**src/rtl/alu_pkg.sv**
```systemverilog
// Shared types and constants for the pipelined ALU.
// Optional feature macro used by this slice: ALU_OVF_EN (signed overflow output).
package alu_pkg;

    // Operating mode selected by the m input
    typedef enum logic {
        ARITH = 1'b0,
        LOGIC = 1'b1
    } alu_mode_e;

    // Function select names, taken from the logic-mode meaning of s
    typedef enum logic [3:0] {
        OP_NOT_A    = 4'h0,
        OP_NOR      = 4'h1,
        OP_NA_AND_B = 4'h2,
        OP_ZERO     = 4'h3,
        OP_NAND     = 4'h4,
        OP_NOT_B    = 4'h5,
        OP_XOR      = 4'h6,
        OP_A_AND_NB = 4'h7,
        OP_NA_OR_B  = 4'h8,
        OP_XNOR     = 4'h9,
        OP_B        = 4'hA,
        OP_AND      = 4'hB,
        OP_ONES     = 4'hC,
        OP_A_OR_NB  = 4'hD,
        OP_OR       = 4'hE,
        OP_A        = 4'hF
    } alu_op_e;

    // Cycles from an accepted input beat to its registered result
    localparam int ALU_LAT = 2;

endpackage

```
**src/rtl/alu_core.sv**
```systemverilog
// Combinational ALU: 16 logic and 16 arithmetic functions plus carry, equality
// and zero flags. Define ALU_OVF_EN to add the signed overflow output ovf.
module alu_core
    import alu_pkg::*;
#(
    parameter int WIDTH = 8
) (
    input  logic [WIDTH-1:0] a,
    input  logic [WIDTH-1:0] b,
    input  logic             cin,
    input  logic [3:0]       s,
    input  logic             m,
`ifdef ALU_OVF_EN
    output logic             ovf,
`endif
    output logic [WIDTH-1:0] f,
    output logic             cout,
    output logic             aeb,
    output logic             zero
);

    logic [WIDTH-1:0] ones;
    logic [WIDTH-1:0] logic_f;
    logic [WIDTH-1:0] p;
    logic [WIDTH-1:0] q;
    logic [WIDTH:0]   sum;

    assign ones = '1;

    // Logic-mode result and arithmetic operand selection, both keyed on s
    always_comb begin
        logic_f = '0;
        p       = '0;
        q       = '0;
        case (alu_op_e'(s))
            OP_NOT_A:    begin logic_f = ~a;        p = a;      q = '0;     end
            OP_NOR:      begin logic_f = ~(a | b);  p = a | b;  q = '0;     end
            OP_NA_AND_B: begin logic_f = ~a & b;    p = ~a | b; q = '0;     end
            OP_ZERO:     begin logic_f = '0;        p = ones;   q = '0;     end
            OP_NAND:     begin logic_f = ~(a & b);  p = a;      q = a & ~b; end
            OP_NOT_B:    begin logic_f = ~b;        p = a | b;  q = a & ~b; end
            OP_XOR:      begin logic_f = a ^ b;     p = a;      q = ~b;     end
            OP_A_AND_NB: begin logic_f = a & ~b;    p = a & ~b; q = ones;   end
            OP_NA_OR_B:  begin logic_f = ~a | b;    p = a;      q = a & b;  end
            OP_XNOR:     begin logic_f = ~(a ^ b);  p = a;      q = b;      end
            OP_B:        begin logic_f = b;         p = a | ~b; q = a & b;  end
            OP_AND:      begin logic_f = a & b;     p = a & b;  q = ones;   end
            OP_ONES:     begin logic_f = ones;      p = a;      q = a;      end
            OP_A_OR_NB:  begin logic_f = a | ~b;    p = a | b;  q = a;      end
            OP_OR:       begin logic_f = a | b;     p = a | ~b; q = a;      end
            OP_A:        begin logic_f = a;         p = a;      q = ones;   end
            default:     begin logic_f = '0;        p = '0;     q = '0;     end
        endcase
    end

    // Carry input is active-low: cin=0 adds one
    assign sum = {1'b0, p} + {1'b0, q} + {{WIDTH{1'b0}}, ~cin};

    // Mode mux and flags; carry-out only has meaning in arithmetic mode
    always_comb begin
        if (alu_mode_e'(m) == LOGIC) begin
            f    = logic_f;
            cout = 1'b0;
        end else begin
            f    = sum[WIDTH-1:0];
            cout = sum[WIDTH];
        end
        aeb  = (a == b);
        zero = (f == '0);
    end

`ifdef ALU_OVF_EN
    // Signed overflow: like-signed operands producing a result of the other sign
    assign ovf = (alu_mode_e'(m) == ARITH) &&
                 (p[WIDTH-1] == q[WIDTH-1]) &&
                 (sum[WIDTH-1] != p[WIDTH-1]);
`endif

endmodule

```
**src/rtl/alu_pipe.sv**
```systemverilog
// Two-stage pipelined ALU with valid/ready handshake on both sides.
// S1 holds the operand beat, S2 holds the computed result and flags.
// Define ALU_OVF_EN to add the registered signed overflow output ovf.
module alu_pipe
    import alu_pkg::*;
#(
    parameter int WIDTH = 8,
    parameter int TAG_W = 4
) (
    input  logic             clk,
    input  logic             rst,
    input  logic             in_valid,
    output logic             in_ready,
    input  logic [WIDTH-1:0] in1,
    input  logic [WIDTH-1:0] in2,
    input  logic             cin,
    input  logic [3:0]       s,
    input  logic             m,
    input  logic [TAG_W-1:0] in_tag,
    output logic             out_valid,
    input  logic             out_ready,
    output logic [WIDTH-1:0] out,
    output logic             cout,
    output logic             aeb,
    output logic             zero,
`ifdef ALU_OVF_EN
    output logic             ovf,
`endif
    output logic [TAG_W-1:0] out_tag
);

    // Stage 1 state
    logic             s1_valid_reg;
    logic [WIDTH-1:0] a_reg;
    logic [WIDTH-1:0] b_reg;
    logic             cin_reg;
    logic [3:0]       s_reg;
    logic             m_reg;
    logic [TAG_W-1:0] tag_reg;

    // Stage 2 state
    logic             out_valid_reg;
    logic [WIDTH-1:0] f_reg;
    logic             cout_reg;
    logic             aeb_reg;
    logic             zero_reg;
    logic [TAG_W-1:0] out_tag_reg;

    // Combinational results of the beat sitting in S1
    logic [WIDTH-1:0] f_next;
    logic             cout_next;
    logic             aeb_next;
    logic             zero_next;

    logic             s2_load;

`ifdef ALU_OVF_EN
    logic             ovf_next;
    logic             ovf_reg;
`endif

    alu_core #(
        .WIDTH (WIDTH)
    ) u_core (
        .a    (a_reg),
        .b    (b_reg),
        .cin  (cin_reg),
        .s    (s_reg),
        .m    (m_reg),
`ifdef ALU_OVF_EN
        .ovf  (ovf_next),
`endif
        .f    (f_next),
        .cout (cout_next),
        .aeb  (aeb_next),
        .zero (zero_next)
    );

    // S2 frees up when empty or when its result is taken this edge;
    // S1 may refill in the same edge, so a full pipe still streams 1 beat/cycle
    assign s2_load  = !out_valid_reg || out_ready;
    assign in_ready = !s1_valid_reg || s2_load;

    // Stage 1: capture operands whenever the stage can accept
    always_ff @(posedge clk) begin
        if (rst) begin
            s1_valid_reg <= 1'b0;
            a_reg        <= '0;
            b_reg        <= '0;
            cin_reg      <= 1'b0;
            s_reg        <= '0;
            m_reg        <= 1'b0;
            tag_reg      <= '0;
        end else if (in_ready) begin
            s1_valid_reg <= in_valid;
            if (in_valid) begin
                a_reg   <= in1;
                b_reg   <= in2;
                cin_reg <= cin;
                s_reg   <= s;
                m_reg   <= m;
                tag_reg <= in_tag;
            end
        end
    end

    // Stage 2: register result and flags together so they always describe one beat
    always_ff @(posedge clk) begin
        if (rst) begin
            out_valid_reg <= 1'b0;
            f_reg         <= '0;
            cout_reg      <= 1'b0;
            aeb_reg       <= 1'b0;
            zero_reg      <= 1'b0;
            out_tag_reg   <= '0;
`ifdef ALU_OVF_EN
            ovf_reg       <= 1'b0;
`endif
        end else if (s2_load) begin
            out_valid_reg <= s1_valid_reg;
            if (s1_valid_reg) begin
                f_reg       <= f_next;
                cout_reg    <= cout_next;
                aeb_reg     <= aeb_next;
                zero_reg    <= zero_next;
                out_tag_reg <= tag_reg;
`ifdef ALU_OVF_EN
                ovf_reg     <= ovf_next;
`endif
            end
        end
    end

    assign out_valid = out_valid_reg;
    assign out       = f_reg;
    assign cout      = cout_reg;
    assign aeb       = aeb_reg;
    assign zero      = zero_reg;
    assign out_tag   = out_tag_reg;
`ifdef ALU_OVF_EN
    assign ovf       = ovf_reg;
`endif

endmodule

```
**config.mk**
```make
export PLATFORM = sky130hd
export DESIGN_NAME = alu_pipe
export DESIGN_NICKNAME = d
export VERILOG_FILES = /design/src/rtl/alu_pkg.sv /design/src/rtl/alu_core.sv /design/src/rtl/alu_pipe.sv
export SDC_FILE = /design/constraint.sdc
export NUM_CORES = 1
export LEC_CHECK = 0
export BUFFER_PORTS_ARGS = -buffer_cell sky130_fd_sc_hd__buf_2
export CAP_MARGIN = 20
export CORE_ASPECT_RATIO = 1.4
export CORE_MARGIN = 2
export CORE_UTILIZATION = 45
export DETAILED_ROUTE_END_ITERATION = 12
export GPL_ROUTABILITY_DRIVEN = 0
export SLEW_MARGIN = 10
export SYNTH_ARGS = -nofsm -noshare
export SYNTH_HDL_FRONTEND = slang
export SYNTH_HIERARCHICAL = 1
export SYNTH_SLANG_ARGS = --single-unit
```
**constraint.sdc**
```tcl
create_clock -name clk -period 4.8 [get_ports clk]
set_input_delay 0.72 -clock clk [delete_from_list [all_inputs] [get_ports clk]]
set_output_delay 0.72 -clock clk [all_outputs]
set_load 0.005 [all_outputs]
```
==> results of run 1 <==
worst paths after layout:
| path | endpoint | startpoint | slack, ns |
|---|---|---|---|
| setup / recovery | zero$_SDFFE_PP0P_ | s_reg[3]$_SDFFE_PP0P_ | 0.61 |
| hold / removal | out[2]$_SDFFE_PP0P_ | out[2]$_SDFFE_PP0P_ | 0.47 |
| setup reg to reg | zero$_SDFFE_PP0P_ | s_reg[3]$_SDFFE_PP0P_ | 0.61 |
| hold reg to reg | out[2]$_SDFFE_PP0P_ | out[2]$_SDFFE_PP0P_ | 0.47 |
layer usage:
metal  vias up  part of all wire, %  global-route usage (%)
met5         -                    0                       0
met4         0                  5.6                    14.4
met1      2146                   38                    33.5
met3        63                  7.8                    5.11
li1       2211                    -                       -
met2       257                   48                    46.3
power breakdown:
part / total, W / leakage (nW) / internal (W) / switching (W)
sequential: 0.000416 / 0.354 / 0.000379 / 0.0000377
clock: 0.000384 / 0.0759 / 0.000242 / 0.000142
combinational: 0.000394 / 1.55 / 0.000162 / 0.000233
kinds of logic after synthesis:
| family | synth area share [%] |
|---|---|
| compound gates | 27.9 |
| simple gates | 23.4 |
| buf+inv | 7.92 |
| flops | 19.0 |
| xor+xnor | 0.582 |
| fa+ha+maj | 11.7 |
| mux | 9.50 |
synth_stat cells (5+ instances only):
library cell,n,share of area (%)
inv_1,25,2.1
a22oi_1,5,0.83
buf_1,7,0.58
nand2_1,27,2.2
mux2i_1,35,7.8
nor2_1,36,3.0
a211oi_1,10,1.7
nand3b_1,11,1.8
a21oi_1,72,8.0
o22ai_1,17,2.4
buf_2,17,1.9
dfxtp_1,43,19
nand2b_1,60,8.3
o31ai_1,8,1.3
a2111oi_0,5,0.97
ha_1,39,11
o221ai_1,9,1.7
nand3_1,23,2.5
clkbuf_1,15,1.2
o21ai_0,30,3.3
per-stage QoR:
| step | utilization [%] | std cells | total power (W) | hold slack, ns |
|---|---|---|---|---|
| 2_1_floorplan | - | 589 | 0.000690 | 0.444 |
| 3_3_place_gp | 49.2 | 746 | 0.000804 | 0.462 |
| 3_5_place_dp | 49.2 | 746 | 0.000809 | 0.467 |
| 4_1_cts | 50.8 | 753 | 0.00119 | 0.475 |
| 5_1_grt | 50.8 | 753 | 0.00126 | 0.498 |
| 6_report | 50.8 | 753 | 0.00119 | 0.473 |
area by class of cell:
class                      count  area share, %
clock buffer                   5           2.50
tap                          135           3.38
inverter                      28           2.10
multi-input combinational    472           66.1
sequential                    43           17.3
clock inverter                 2          0.750
timing repair buffer          68           7.90
worst max-delay path, cell delays in order, from the launching register on:
cell and delay, ns:
dfxtp_2 0.54, buf_4 0.31, nor2b_1 0.28, buf_4 0.35
a21oi_1 0.12, o22ai_1 0.19, a221oi_1 0.07, nor2_1 0.22
ha_1 0.26, nor2b_1 0.12, o21ai_0 0.34, a31oi_1 0.15
and3_1 0.20, or4b_1 0.54, nor4_2 0.15, nand3_1 0.10
a21oi_1 0.14
==> run_results.csv, run 1 <==
group,metric,value,unit
status,status,"finished, final reports clean",
run,cap_violations,0,
placement,dp_hpwl,11.0,mm
critical_path,crit_arrival,4.40,ns
sta,max_slew_margin,40.2,%
cts,postCtsSetupBuffers,0,
logic_synthesis,yosysSeqAreaShare,19.0,%
logic_synthesis,ys_ff_latch,43,
logic_synthesis,ys_warn_count,6,
sta,tightestPinTransition,0.886,ns
placement,place.port_buffers,46,
cts,root_buffer,"clkbuf_16",
sta,hold_viol_final,0,
layout,mostFrequentLayoutCells,"72 x a21oi_1, 60 x nand2b_1, 46 x buf_2",
cts,cts_hold_buffers,0,
sta,skew,0.00386,ns
sta,rsz0062_at_grt,"no",
critical_path,crit_fanout,26,
logic_synthesis,postSynthAreaPerCell,7.67,µm²
global_route,grt_antenna_before_repair,0,
critical_path,cp-start-kind,"register",
logic_synthesis,synth_flop_cell,"dfxtp_1",
logic_synthesis,ys_types,71,
floorplan,die_w,88.7,µm
global_route,gr-total-overflow,0,
worst_hold_path,min_path_type,"reg2reg",
cts,cts_buffers,5,
layout,area_growth,10.7,%
sta,finalMaxSlewViolations,0,
logic_synthesis,synth_nets,660,
pwr,ir_worst_vdd,0.221,mV
pwr,p_leak,1.98,nW
global_route,grt_start_max_net_pins,70,
cts,clk_path_buf_depth,2,
cts,ctsResizeCount,0,
routing,via_count,4677,
logic_synthesis,synth_edf_count,0,
layout,nFillCells,964,
sta,period_minus_slack,4.19,ns
placement,dpl-instance-area,4840,µm²
routing,ant_nets,0,
global_route,grt_pass1_vias,4462,
routing,firstDrtPassIters,6,
floorplan,die_area,10900,µm²
routing,wl_per_cell,19.5,µm
cts,tritoncts,"yes",
critical_path,reg2regPathDepth,16,
routing,drc_errors,0,
sta,setup_ws,0.610,ns
sta,setup-tns-final,0,ns
critical_path,worstSetupPathType,"reg2reg",
floorplan,ios,47,
layout,antenna_cells,0,
floorplan,initial_utilization,45.9,%
sta,fmax,0.239,GHz
logic_synthesis,syn_inst,589,
critical_path,worstSetupEndpointType,"register",
routing,wl,14.7,mm
global_route,grtUsageTotal,27.8,%
placement,dp_slack,0.737,ns
cts,ctsHtreeMaxLevel,2,
routing,drt_iter0_markers,667,
logic_synthesis,async_reset_ff_share,0,%
cts,path_clk_slew,0.06,ns
global_route,grt_pass1_wl,23.4,mm
pwr,powerDensity,239,nW/µm²
sta,finalSetupViolCount,0,
routing,vias_per_cell,6.21,
floorplan,design.core.area,9850,µm²
cts,clock_latency,0.29,ns
layout,finalInstanceArea,5000,µm²
floorplan,num_rows,43,
layout,layout_commonest_cell,"a21oi_1",
critical_path,worstPathRequired,5.01,ns
layout,drive_above_1_share,14.9,%
sta,finalCritPeriodShare,87.3,%
cts,clock-sinks,43,
layout,regArea,863,µm²
floorplan,die_h,123,µm
logic_synthesis,netlist_area,4520,µm²
layout,nets,689,
worst_hold_path,whs_path_depth,2,
layout,multiInputGateArea,3310,µm²
No activity file was read; power rests on OpenSTA's default activity.
==> run 2: changes to the inputs <==
--- a/config.mk
+++ b/config.mk
@@ -7,11 +7,13 @@
 export LEC_CHECK = 0
 export BUFFER_PORTS_ARGS = -buffer_cell sky130_fd_sc_hd__buf_2
 export CAP_MARGIN = 20
-export CORE_ASPECT_RATIO = 1.4
+export CORE_ASPECT_RATIO = 0.75
 export CORE_MARGIN = 2
 export CORE_UTILIZATION = 45
 export DETAILED_ROUTE_END_ITERATION = 12
 export GPL_ROUTABILITY_DRIVEN = 0
+export HOLD_SLACK_MARGIN = 0.05
+export PLACE_DENSITY = 0.62
 export SLEW_MARGIN = 10
 export SYNTH_ARGS = -nofsm -noshare
 export SYNTH_HDL_FRONTEND = slang
==> run 2 against run 1 <==
Clock power is essentially flat. First-iteration DRC count grew 30%. Clock skew is 0.0049 ns higher. Sequential power hardly changed. Worst hold slack lost 0.0044 ns. Global-route usage fell by 1.1 points. Sequential share of layout area fell by 0.071 points. Die area hardly changed. Cell area increased by 0.12%. Highest routed layer unchanged.
==> run_results.csv, run 2 (same netlist as run 1, synthesis figures left out) <==
group,metric,value,unit
status,status,"finished, final reports clean",
floorplan,design.core.area,9700,µm²
worst_hold_path,min_path_type,"reg2reg",
critical_path,critPathMaxStageDelay,0.48,ns
cts,cts_buffers,5,
critical_path,path_cells,"buf_4 -> nor2b_1 -> buf_4 -> a22oi_1 -> nor2_1 -> a221o_1 -> o21ai_1 -> fa_1 -> inv_1 -> fa_1 -> a21o_1 -> a211o_1 -> a31oi_1 -> a21oi_1 -> nor2_1 -> or4b_1 -> nor4_2 -> nand3_1 -> a21oi_1",
floorplan,initial_utilization,46.6,%
critical_path,worstPathRequired,5.01,ns
layout,nets,688,
global_route,grt_pass1_vias,4297,
cts,clock-sinks,43,
floorplan,die_h,90.8,µm
critical_path,worstSetupEndpointType,"register",
critical_path,reg2regPathDepth,19,
sta,finalCritPeriodShare,88.2,%
sta,max_slew_margin,28.9,%
floorplan,die_w,120,µm
cts,clock_latency,0.29,ns
critical_path,critPathSlowestCell,"fa_1",
sta,tightestPinTransition,1.05,ns
cts,ctsResizeCount,0,
sta,setup-tns-final,0,ns
floorplan,die_area,10900,µm²
floorplan,num_rows,31,
global_route,grt_start_max_net_pins,70,
layout,antenna_cells,0,
placement,dp_hpwl,10.7,mm
worst_hold_path,hold-path-endpoint,"out_tag[3]$_SDFFE_PP0P_",
critical_path,r2r_slack,0.57,ns
sta,finalMaxSlewViolations,0,
cts,tritoncts,"yes",
sta,fmax,0.236,GHz
routing,drt_iter0_markers,865,
pwr,p_leak,1.99,nW
sta,skew,0.00880,ns
cts,cts_hold_buffers,0,
global_route,grt_antenna_before_repair,0,
run,cap_violations,0,
critical_path,cp-start-kind,"register",
routing,firstDrtPassIters,10,
routing,wl_per_cell,19.9,µm
worst_hold_path,whs_path_depth,2,
cts,path_clk_slew,0.07,ns
routing,vias_per_cell,6.36,
cts,root_buffer,"clkbuf_16",
layout,layout_commonest_cell,"a21oi_1",
pwr,ir_worst_vdd,0.157,mV
global_route,gr-total-overflow,0,
critical_path,crit_fanout,19,
routing,wl,14.9,mm
routing,drc_errors,0,
placement,place.port_buffers,46,
sta,period_minus_slack,4.23,ns
layout,nFillCells,936,
critical_path,reg2reg_to,"zero$_SDFFE_PP0P_",
global_route,grt_pass1_wl,23.3,mm
critical_path,r2r_start,"s_reg[2]$_SDFFE_PP0P_",
sta,rsz0062_at_grt,"no",
placement,dp_slack,0.658,ns
pwr,powerDensity,240,nW/µm²
routing,ant_nets,0,
sta,finalSetupViolCount,0,
cts,postCtsSetupBuffers,0,
cts,ctsHtreeMaxLevel,2,
layout,mostFrequentLayoutCells,"72 x a21oi_1, 60 x nand2b_1, 46 x buf_2",
floorplan,ios,47,
layout,area_growth,10.9,%
cts,clk_path_buf_depth,2,
routing,via_count,4762,
worst_hold_path,hp-start,"tag_reg[3]$_SDFFE_PP0P_",
sta,hold_viol_final,0,
global_route,grtUsageTotal,26.7,%
layout,drive_above_1_share,14.4,%
critical_path,crit_arrival,4.44,ns
critical_path,worstSetupPathType,"reg2reg",
sta,setup_ws,0.567,ns
## run 2: worst max path at each step
stage	start	end	cells after the start
after CTS	s_reg[2]$_SDFFE_PP0P_	zero$_SDFFE_PP0P_	19
final	s_reg[2]$_SDFFE_PP0P_	zero$_SDFFE_PP0P_	19
after global placement	s_reg[2]$_SDFFE_PP0P_	zero$_SDFFE_PP0P_	19
after global routing	s_reg[2]$_SDFFE_PP0P_	zero$_SDFFE_PP0P_	19
after floorplan	s_reg[2]$_SDFFE_PP0P_	zero$_SDFFE_PP0P_	21
after detailed placement	s_reg[2]$_SDFFE_PP0P_	zero$_SDFFE_PP0P_	19
## run 2: layout make-up
class / count / area, µm² / share of cell area [%]
multi-input cells: 472 / 3310 / 66.0
flip-flops and latches: 43 / 861 / 17.2
repair buffers: 67 / 408 / 8.14
well taps: 132 / 165 / 3.30
clock buffers: 5 / 125 / 2.50
inverters: 28 / 105 / 2.10
clock inverters: 2 / 37.5 / 0.749
## run 2: report_power, final
group	switching, W	total (W)	internal (W)
clock network	0.000143	0.000386	0.000243
registers	0.0000370	0.000415	0.000378
logic	0.000240	0.000403	0.000163
## run 2: worst max-delay path, delay by kind of cell, from the launching register on
family	cells	cell delay (ns)
simple gates	6	1.02
compound gates	8	1.48
flops	1	0.38
buf+inv	3	0.53
fa+ha+maj	2	0.72
## run 2: metrics by stage
step	cells	power [W]	instance area (µm²)	hold slack, ns	util (%)
after floorplan	589	0.000690	4520	0.444	-
after global placement	741	0.000804	4820	0.457	49.7
after detailed placement	741	0.000806	4820	0.462	49.7
after CTS	748	0.00119	4980	0.474	51.4
after global routing	749	0.00126	5010	0.493	51.7
final	749	0.00120	5010	0.469	51.7
## run 2: metal layers
layer  vias up  wire length (µm)  GRT usage (%)
met5         -                 0              0
met4         0               491           8.82
met1      2181              6720           40.3
met2       313              5930           36.4
li1       2215                 -              -
met3        53              1720           6.63
==> run 3: changes to the inputs <==
--- a/config.mk
+++ b/config.mk
@@ -13,7 +13,8 @@
 export DETAILED_ROUTE_END_ITERATION = 12
 export GPL_ROUTABILITY_DRIVEN = 0
 export HOLD_SLACK_MARGIN = 0.05
-export PLACE_DENSITY = 0.62
+export PLACE_DENSITY_LB_ADDON = 0.25
+export RECOVER_POWER = 50
 export SLEW_MARGIN = 10
 export SYNTH_ARGS = -nofsm -noshare
 export SYNTH_HDL_FRONTEND = slang
==> run 3 against run 2 <==
The flow now finishes with violations (capacitance limit, slew limit). Non-clock buffer count up 1. Count of clock-buffer cells in the layout grew 1. Critical path depth increased by 1. Wire length down 3.4%. Die area did not move. Sequential cell count unchanged. Worst hold slack better by 0.0063 ns. Worst setup slack got worse by 0.083 ns. Cell count grew 0.27%. Largest cell class unchanged. Largest power group unchanged.
==> run_results.csv, run 3 (same netlist as run 1, synthesis figures left out) <==
group,metric,value,unit
status,status,"finished, violations left",
status,violations,"capacitance limit, slew limit",
critical_path,crit_arrival,4.51,ns
critical_path,crit_fanout,9,
placement,place.port_buffers,46,
critical_path,critPathMaxStageDelay,0.59,ns
critical_path,cp_top_family,"compound AO/OA/AOI/OAI gates",
cts,tritoncts,"yes",
sta,setup-tns-final,0,ns
routing,drc_errors,0,
layout,drive_above_1_share,13.2,%
placement,dpl-instance-area,4830,µm²
placement,dp_slack,0.615,ns
cts,clk_path_buf_depth,2,
floorplan,die_w,120,µm
sta,max_slew_margin,-36.8,%
layout,area_growth,10.7,%
worst_hold_path,min_path_type,"reg2reg",
critical_path,worstPathRequired,4.99,ns
sta,finalMaxSlewViolations,70,
layout,finalInstanceArea,5000,µm²
routing,via_count,4850,
global_route,grt_pass1_wl,23.0,mm
critical_path,cp_num_buf_inv,3,
critical_path,worstSetupEndpointType,"register",
floorplan,design.core.area,9700,µm²
placement,dp_hpwl,10.3,mm
critical_path,cp-start-kind,"register",
routing,drt_iter0_markers,794,
pwr,powerDensity,244,nW/µm²
routing,vias_per_cell,6.46,
critical_path,critPathSlowestCell,"dfxtp_1",
sta,skew,0.00704,ns
cts,path_clk_slew,0.06,ns
routing,wl,14.4,mm
pwr,ir_worst_vdd,0.196,mV
global_route,gr-total-overflow,0,
sta,finalSetupViolCount,0,
sta,hold_viol_final,0,
cts,root_buffer,"clkbuf_16",
routing,ant_nets,0,
floorplan,die_h,90.8,µm
cts,clock_latency,0.29,ns
cts,ctsResizeCount,0,
sta,finalCritPeriodShare,89.9,%
global_route,grt_antenna_before_repair,0,
cts,cts_buffers,5,
pwr,p_leak,1.96,nW
global_route,grt_pass1_vias,4375,
layout,nets,689,
floorplan,num_rows,31,
sta,setup_ws,0.484,ns
cts,clock-sinks,43,
cts,postCtsSetupBuffers,0,
sta,rsz0062_at_grt,"no",
global_route,grtUsageTotal,26.1,%
cts,ctsHtreeMaxLevel,2,
floorplan,ios,47,
layout,antenna_cells,0,
global_route,grt_start_max_net_pins,70,
layout,post-route-util,51.6,%
run,cap_violations,1,
floorplan,die_area,10900,µm²
sta,fmax,0.232,GHz
layout,mostFrequentLayoutCells,"72 x a21oi_1, 60 x nand2b_1, 43 x dfxtp_1",
critical_path,crit_top_cell,"nor2_1",
critical_path,path_cells,"inv_1 -> nor2_1 -> buf_4 -> nor2_1 -> nor2_1 -> nor2_1 -> a221o_1 -> o21ai_1 -> fa_1 -> inv_1 -> fa_1 -> a21o_1 -> a211o_1 -> a31oi_1 -> a21oi_1 -> nor2_1 -> or4b_1 -> nor4_2 -> nand3_1 -> a21oi_1",
routing,firstDrtPassIters,8,
sta,period_minus_slack,4.32,ns
floorplan,initial_utilization,46.6,%
sta,tightestPinTransition,2.05,ns
routing,wl_per_cell,19.1,µm
cts,cts_hold_buffers,0,
layout,layout_commonest_cell,"a21oi_1",
critical_path,worstSetupPathType,"reg2reg",
==> run 3: power by group <==
part	total [W]	leakage [nW]	switching, W	internal [W]
Combinational	0.000399	1.52	0.000236	0.000163
Clock	0.000405	0.0875	0.000143	0.000262
Sequential	0.000417	0.353	0.0000383	0.000378
Total	0.00122	1.96	0.000418	0.000802
==> run 3: stage by stage <==
stage	total power [W]	hold slack, ns	cells
floorplan	0.000690	0.444	589
detailed placement	0.000805	0.468	743
global route	0.00127	0.503	751
finish	0.00122	0.475	751
CTS	0.00121	0.477	751
global placement	0.000802	0.465	743
==> run 3: worst min-delay path: stages, from the launching register on <==
cell and delay (ns):
dfxtp_1 0.31, o21ai_0 0.06, a21oi_1 0.06
==> run 3: final timing paths <==
check / from / to / slack, ns / cells past startpoint
max: s_reg[2]$_SDFFE_PP0P_ / zero$_SDFFE_PP0P_ / 0.48 / 20
min reg2reg: out[5]$_SDFFE_PP0P_ / out[5]$_SDFFE_PP0P_ / 0.48 / 2
min: out[5]$_SDFFE_PP0P_ / out[5]$_SDFFE_PP0P_ / 0.48 / 2
max reg2reg: s_reg[2]$_SDFFE_PP0P_ / zero$_SDFFE_PP0P_ / 0.48 / 20
==> run 3: area by class of cell <==
class / instances / area, µm²
clock buffer: 6 / 139
clock inverter: 2 / 38.8
fill: 971 / 4700
inverter: 28 / 105
multi-input combinational: 472 / 3310
sequential: 43 / 861
tap: 132 / 165
timing repair buffer: 68 / 384
==> run 3: per-layer routing <==
layer / track usage [%] / vias to the layer above / share of wire (%)
met3: 6.57 / 75 / 13
met4: 8.33 / 2 / 4.1
met2: 36.2 / 350 / 40
li1: - / 2223 / -
met1: 38.7 / 2200 / 43
met5: 2.88 / - / 0.24
